File: src/rtl/exec_sequencer_pkg.sv
// Shared constants and state type for the execution sequencer.
// Default command bytes, HALT word and drain depth live here.
package exec_sequencer_pkg;

  localparam int          DEF_DATA_W    = 8;
  localparam int          DEF_IMEM_AW   = 6;
  localparam logic [7:0]  DEF_CMD_LOAD  = 8'h4C;
  localparam logic [7:0]  DEF_CMD_RUN   = 8'h52;
  localparam logic [7:0]  DEF_CMD_STEP  = 8'h53;
  localparam logic [31:0] DEF_HALT_WORD = 32'hFFFF_FFFF;
  localparam int          DEF_DRAIN_CYC = 3;

  typedef enum logic [2:0] {
    SEQ_IDLE    = 3'd0,
    SEQ_LOAD    = 3'd1,
    SEQ_RUN     = 3'd2,
    SEQ_DRAIN   = 3'd3,
    SEQ_SEND    = 3'd4,
    SEQ_WAIT_TX = 3'd5
  } seq_state_e;

endpackage

File: src/rtl/exec_sequencer_word_assembler.sv
// Collects four little-endian bytes into a 32-bit word.
// Ports: clear_i restarts the byte count; word_valid_o pulses on the 4th byte.
module word_assembler (
  input  logic        clk,
  input  logic        reset,
  input  logic        clear_i,
  input  logic        byte_valid_i,
  input  logic [7:0]  byte_i,
  output logic [31:0] word_o,
  output logic        word_valid_o
);

  logic [23:0] lo_q, lo_d;
  logic [1:0]  cnt_q, cnt_d;

  // Bytes enter at the top and shift down, so after three
  // bytes lo_q holds {b2, b1, b0} and the 4th byte completes it.
  always_comb begin
    lo_d         = lo_q;
    cnt_d        = cnt_q;
    word_o       = {byte_i, lo_q};
    word_valid_o = 1'b0;
    if (clear_i) begin
      lo_d  = '0;
      cnt_d = '0;
    end else if (byte_valid_i) begin
      lo_d         = {byte_i, lo_q[23:8]};
      cnt_d        = cnt_q + 2'd1;
      word_valid_o = (cnt_q == 2'd3);
    end
  end

  always_ff @(posedge clk) begin
    if (reset) begin
      lo_q  <= '0;
      cnt_q <= '0;
    end else begin
      lo_q  <= lo_d;
      cnt_q <= cnt_d;
    end
  end

endmodule

File: src/rtl/exec_sequencer.sv
// Loads IMEM over UART, runs/steps the 4-stage pipeline, sends WB byte.
// Ports: rx_*/tx_* UART side; instr_in/wb_data/dp_reset/pc_write/imem_* datapath side.
module exec_sequencer
  import exec_sequencer_pkg::*;
#(
  parameter int          DATA_W    = DEF_DATA_W,
  parameter int          IMEM_AW   = DEF_IMEM_AW,
  parameter logic [7:0]  CMD_LOAD  = DEF_CMD_LOAD,
  parameter logic [7:0]  CMD_RUN   = DEF_CMD_RUN,
  parameter logic [7:0]  CMD_STEP  = DEF_CMD_STEP,
  parameter logic [31:0] HALT_WORD = DEF_HALT_WORD,
  parameter int          DRAIN_CYC = DEF_DRAIN_CYC
) (
  input  logic               clk,
  input  logic               reset,
  input  logic               rx_valid,
  input  logic [7:0]         rx_data,
  input  logic               tx_done,
  input  logic [31:0]        instr_in,
  input  logic [DATA_W-1:0]  wb_data,
  output logic               dp_reset,
  output logic               pc_write,
  output logic               imem_we,
  output logic [IMEM_AW-1:0] imem_waddr,
  output logic [31:0]        imem_wdata,
  output logic               tx_start,
  output logic [7:0]         tx_byte,
  output logic               busy,
  output logic               load_err
);

  localparam int DCW = (DRAIN_CYC > 1) ? $clog2(DRAIN_CYC) : 1;
  localparam logic [DCW-1:0] DRAIN_LAST = DCW'(DRAIN_CYC - 1);
  localparam logic [IMEM_AW-1:0] ADDR_MAX = '1;

  seq_state_e         state_q, state_d;
  logic [IMEM_AW-1:0] addr_q, addr_d;
  logic [DCW-1:0]     drain_q, drain_d;
  logic [7:0]         tx_byte_q, tx_byte_d;
  logic               load_err_q, load_err_d;
  logic               run_first_q, run_first_d;

  logic               asm_clear;
  logic               asm_valid;
  logic [31:0]        asm_word;

  word_assembler u_asm (
    .clk          (clk),
    .reset        (reset),
    .clear_i      (asm_clear),
    .byte_valid_i (rx_valid && (state_q == SEQ_LOAD)),
    .byte_i       (rx_data),
    .word_o       (asm_word),
    .word_valid_o (asm_valid)
  );

  always_comb begin
    state_d     = state_q;
    addr_d      = addr_q;
    drain_d     = drain_q;
    tx_byte_d   = tx_byte_q;
    load_err_d  = load_err_q;
    run_first_d = 1'b0;
    asm_clear   = 1'b0;
    dp_reset    = 1'b0;
    pc_write    = 1'b0;
    imem_we     = 1'b0;
    tx_start    = 1'b0;
    unique case (state_q)
      SEQ_IDLE: begin
        if (rx_valid) begin
          if (rx_data == CMD_LOAD) begin
            state_d    = SEQ_LOAD;
            addr_d     = '0;
            load_err_d = 1'b0;
            asm_clear  = 1'b1;
          end else if (rx_data == CMD_RUN) begin
            dp_reset    = 1'b1;
            run_first_d = 1'b1;
            state_d     = SEQ_RUN;
          end else if (rx_data == CMD_STEP) begin
            pc_write = 1'b1;
            drain_d  = '0;
            state_d  = SEQ_DRAIN;
          end
        end
      end
      SEQ_LOAD: begin
        if (asm_valid) begin
          imem_we = 1'b1;
          if (asm_word == HALT_WORD) begin
            state_d = SEQ_IDLE;
          end else if (addr_q == ADDR_MAX) begin
            load_err_d = 1'b1;
            state_d    = SEQ_IDLE;
          end else begin
            addr_d = addr_q + 1'b1;
          end
        end
      end
      SEQ_RUN: begin
        // First RUN cycle sees the post-reset bubble, never a HALT.
        if (!run_first_q && (instr_in == HALT_WORD)) begin
          drain_d = '0;
          state_d = SEQ_DRAIN;
        end else begin
          pc_write = 1'b1;
        end
      end
      SEQ_DRAIN: begin
        if (drain_q == DRAIN_LAST) begin
          tx_byte_d = wb_data[7:0];
          drain_d   = '0;
          state_d   = SEQ_SEND;
        end else begin
          drain_d = drain_q + 1'b1;
        end
      end
      SEQ_SEND: begin
        tx_start = 1'b1;
        state_d  = SEQ_WAIT_TX;
      end
      SEQ_WAIT_TX: begin
        if (tx_done) state_d = SEQ_IDLE;
      end
      default: state_d = SEQ_IDLE;
    endcase
  end

  always_ff @(posedge clk) begin
    if (reset) begin
      state_q     <= SEQ_IDLE;
      addr_q      <= '0;
      drain_q     <= '0;
      tx_byte_q   <= '0;
      load_err_q  <= 1'b0;
      run_first_q <= 1'b0;
    end else begin
      state_q     <= state_d;
      addr_q      <= addr_d;
      drain_q     <= drain_d;
      tx_byte_q   <= tx_byte_d;
      load_err_q  <= load_err_d;
      run_first_q <= run_first_d;
    end
  end

  assign imem_waddr = addr_q;
  assign imem_wdata = asm_word;
  assign tx_byte    = tx_byte_q;
  assign load_err   = load_err_q;
  assign busy       = (state_q != SEQ_IDLE);

endmodule

File: config.mk
export PLATFORM = sky130hd
export DESIGN_NAME = exec_sequencer
export DESIGN_NICKNAME = d
export VERILOG_FILES = /design/src/rtl/exec_sequencer_pkg.sv /design/src/rtl/exec_sequencer_word_assembler.sv /design/src/rtl/exec_sequencer.sv
export SDC_FILE = /design/constraint.sdc
export NUM_CORES = 1
export LEC_CHECK = 0
export CORE_MARGIN = 2
export CORE_UTILIZATION = 67
export CTS_CLUSTER_SIZE = 8
export DETAILED_ROUTE_END_ITERATION = 8
export DONT_BUFFER_PORTS = 1
export PLACE_DENSITY_LB_ADDON = 0.05
export SLEW_MARGIN = 20
export SYNTH_ARGS = -nofsm -noshare
export SYNTH_HDL_FRONTEND = slang
export SYNTH_SLANG_ARGS = --single-unit
export TNS_END_PERCENT = 50
File: constraint.sdc
create_clock -name clk -period 4.95 [get_ports clk]
set_clock_uncertainty 0.1 [all_clocks]
set_input_delay 0.7425 -clock clk [delete_from_list [all_inputs] [get_ports clk]]
set_output_delay 0.7425 -clock clk [all_outputs]
set_load 0.01 [all_outputs]
==> results.cfg <==
[pwr]
vdd.ir_drop.worst_uv = 224
power_per_cell_area_nw_per_um2 = 270
static-leakage-power_nw = 0.740

[placement]
gp_congestion = 0.859
hpwlAfterDp_um = 3680
place.detailed.instances = 301
portBuffers = 0

[outcome]
run_status = finished clean

[clock_tree]
post_cts.repair.setup_buffers = 0
clk_pin_slew_ns = 0.12
cts_htree_levels = 2
master_cell_of_the_clock_root_buffer = clkbuf_4
latest_clock_arrival_within_the_worst_skew_pair_ns = 0.36
numCtsBuffers = 5
post_cts_resized = 0
clock_sinks = 47
hold_buffers = 0
cts_max_path_buffers = 2
tritoncts = done

[synth]
synthFlopType = dfxtp_1
asyncSetResetFlopFracSynth = 0
synth-seq-cells = 47
synth-edff-count = 0
mappedNetlistArea_um2 = 2240
avgSynthCellArea_um2 = 8.22
synth_sequential_area_ratio = 0.419
yosys_top_cell_area_share = 0.419
post-synth-top-area-cell = dfxtp_1
syn_inst = 273
synth_fp_nets = 327
synth.top_cells.by_area = dfxtp_1, nand2_1, a21oi_1, nand4_1, mux2i_1
synthesis.yosys.warnings = 0
post_synth_num_cell_types = 46

[critical_path]
crit_fanout = 27
kind_of_start_point_of_the_critical_path = register
worst-r2r-setup-slack_ns = 2.29
cp.buffers_inverters = 0
crit_start = state_q[2]$_SDFFE_PP0P_
worst-endpoint-arrival_ns = 2.05
timing.critical_path.required_ns = 4.11
crit_cells = 2
timing.critical_path.slowest_stage_cell = and4bb_1
path_cells = and4bb_1, and2_1
crit_path_end_kind = output pin
cp_slowest_stage_delay_ns = 0.93
crit_path_category = register to output pin
r2r.worst_path.cells = 5
worstReg2RegEnd = imem_waddr[0]$_SDFFE_PP0P_
cp_top_family = simple AND/OR/NAND/NOR gates
reg2reg_from = state_q[2]$_SDFFE_PP0P_
crit_end = imem_we

[grt]
grt_usage = 0.269
pin_count_of_the_biggest_net_entering_global_routing = 28
antenna_found_initial = 0
wire_length_of_the_first_global_routing_pass_um = 7520
globalRoute.totalOverflow = 0
first_global_vias = 1617

[timing]
relSlewSlack = 0.378
rsz0062_at_grt = false
period_needed_ns = 2.89
timing_max_transition_violations_final = 0
setup_viol = 0
min_period_over_period = 0.584
finalSetupTns_ns = 0
final_hold_viol_count = 0
timing.fmax_mhz = 346
timing_worst_slew_pin_value_ns = 0.933

[flow_run]
timing.max_cap.violations = 0

[die]
ioPinCount = 104
chipHeight_um = 61.9
chipWidth_um = 61.9
initial_core_util = 0.683
die_area_um2 = 3830
placement_rows = 21
core-area_um2 = 3280

[finish]
layout.cells.most_common_list = nand2_1, dfxtp_1, a21oi_1
drive_above_1_share = 0.0763
mostFrequentLayoutCell = nand2_1
nNetsFinal = 316
stdcell_count = 308
n_antenna_cell = 0
syn_to_final_growth_pct = 1.39

[detailed_routing]
antenna_violating_nets_post_route = 0
routed_wirelength_um = 5050
detail_route.drc_violations = 0
route.detailed.vias_per_inst = 6.39
post_detailed_route_wirelength_per_cell_um = 16.4
drt-pass1-iter-count = 6
number_of_drc_violations_after_detailed_routing_iteration_0 = 150
total_vias_in_the_final_route = 1968

[worst_hold_path]
min_delay_worst_type = primary input to register
worst reg2reg max path, cell delays in order, from the launching register on:
cell      delay, ns
dfxtp_1        0.43
and4bb_1       0.93
and2_1         0.33
a21boi_4       0.32
o22ai_1        0.16
a32o_1         0.28
through the flow:
stage	worst slack [ns]	util	hold slack, ns	power, mW	cell area, µm²
after global placement	2.17	0.671	0.346	0.402	2200
after CTS	2.06	0.693	0.320	0.619	2280
after global routing	1.91	0.693	0.314	0.634	2280
after floorplan	2.45	-	0.340	0.408	2240
after detailed placement	2.12	0.671	0.367	0.402	2200
final	2.06	0.693	0.333	0.614	2280
metal layers:
metal | global-route usage | vias up | part of all wire
li1 | - | 951 | -
met1 | 0.377 | 909 | 0.45
met2 | 0.411 | 98 | 0.45
met3 | 0.0559 | 10 | 0.078
met4 | 0.100 | 0 | 0.016
met5 | 0 | - | 0
synth_stat cells, types with 2 or more instances:
| master | number |
|---|---|
| nor4_1 | 4 |
| mux2i_1 | 8 |
| a31o_2 | 2 |
| nor3_1 | 7 |
| nor4_4 | 2 |
| clkbuf_1 | 8 |
| nand4_1 | 18 |
| o22ai_1 | 2 |
| a31oi_1 | 4 |
| o21ai_0 | 3 |
| and3_1 | 2 |
| nand2_1 | 60 |
| nor2_1 | 18 |
| inv_1 | 6 |
| buf_4 | 8 |
| nor2b_1 | 3 |
| or3_1 | 4 |
| a311oi_1 | 2 |
| nand3_1 | 5 |
| ha_1 | 2 |
| a21oi_1 | 29 |
| buf_2 | 3 |
| and4_1 | 2 |
| dfxtp_1 | 47 |
| and2_1 | 3 |
layout make-up:
cell class,count,area (µm²)
Clock inverter,1,30.0
Tap cell,46,57.6
Inverter,6,22.5
Fill cell,304,1010
Clock buffer,6,41.3
Sequential cell,47,941
Timing Repair Buffer,1,7.51
Multi-Input combinational cell,201,1180
where the power goes:
part           switching [mW]  internal [mW]  total, mW
registers            0.000701          0.379      0.379
logic                 0.00987        0.00503     0.0149
clock network           0.116          0.104      0.220
state kept, by name, indices dropped and copies added (netlist names):
| register | count |
|---|---|
| load_err | 1 |
| u_asm.cnt_q | 2 |
| drain_q | 2 |
| state_q | 3 |
| u_asm.lo_q | 24 |
| run_first_q | 1 |
| tx_byte | 8 |
| imem_waddr | 6 |
kinds of logic after synthesis:
kind of cell,after synthesis,synth area share
compound gates,54,0.164
buf+inv,25,0.0569
flops,47,0.419
simple gates,136,0.309
fa+ha+maj,2,0.0111
xor+xnor,1,0.00390
mux,8,0.0357
how the worst min path moves through the flow:
stage                     slack (ns)  depth (start not counted)                     endpoint                        start
final                           0.33                          1   imem_waddr[4]$_SDFFE_PP0P_                        reset
after global routing            0.31                          1      drain_q[1]$_SDFFE_PP0P_                        reset
after CTS                       0.32                          1   imem_waddr[4]$_SDFFE_PP0P_                        reset
after detailed placement        0.37                          2  u_asm.cnt_q[1]$_SDFFE_PP0P_  u_asm.cnt_q[1]$_SDFFE_PP0P_
after global placement          0.35                          2  u_asm.cnt_q[1]$_SDFFE_PP0P_  u_asm.cnt_q[1]$_SDFFE_PP0P_
after floorplan                 0.34                          2  u_asm.cnt_q[1]$_SDFFE_PP0P_  u_asm.cnt_q[1]$_SDFFE_PP0P_
Power figures use the tool's default switching activity.
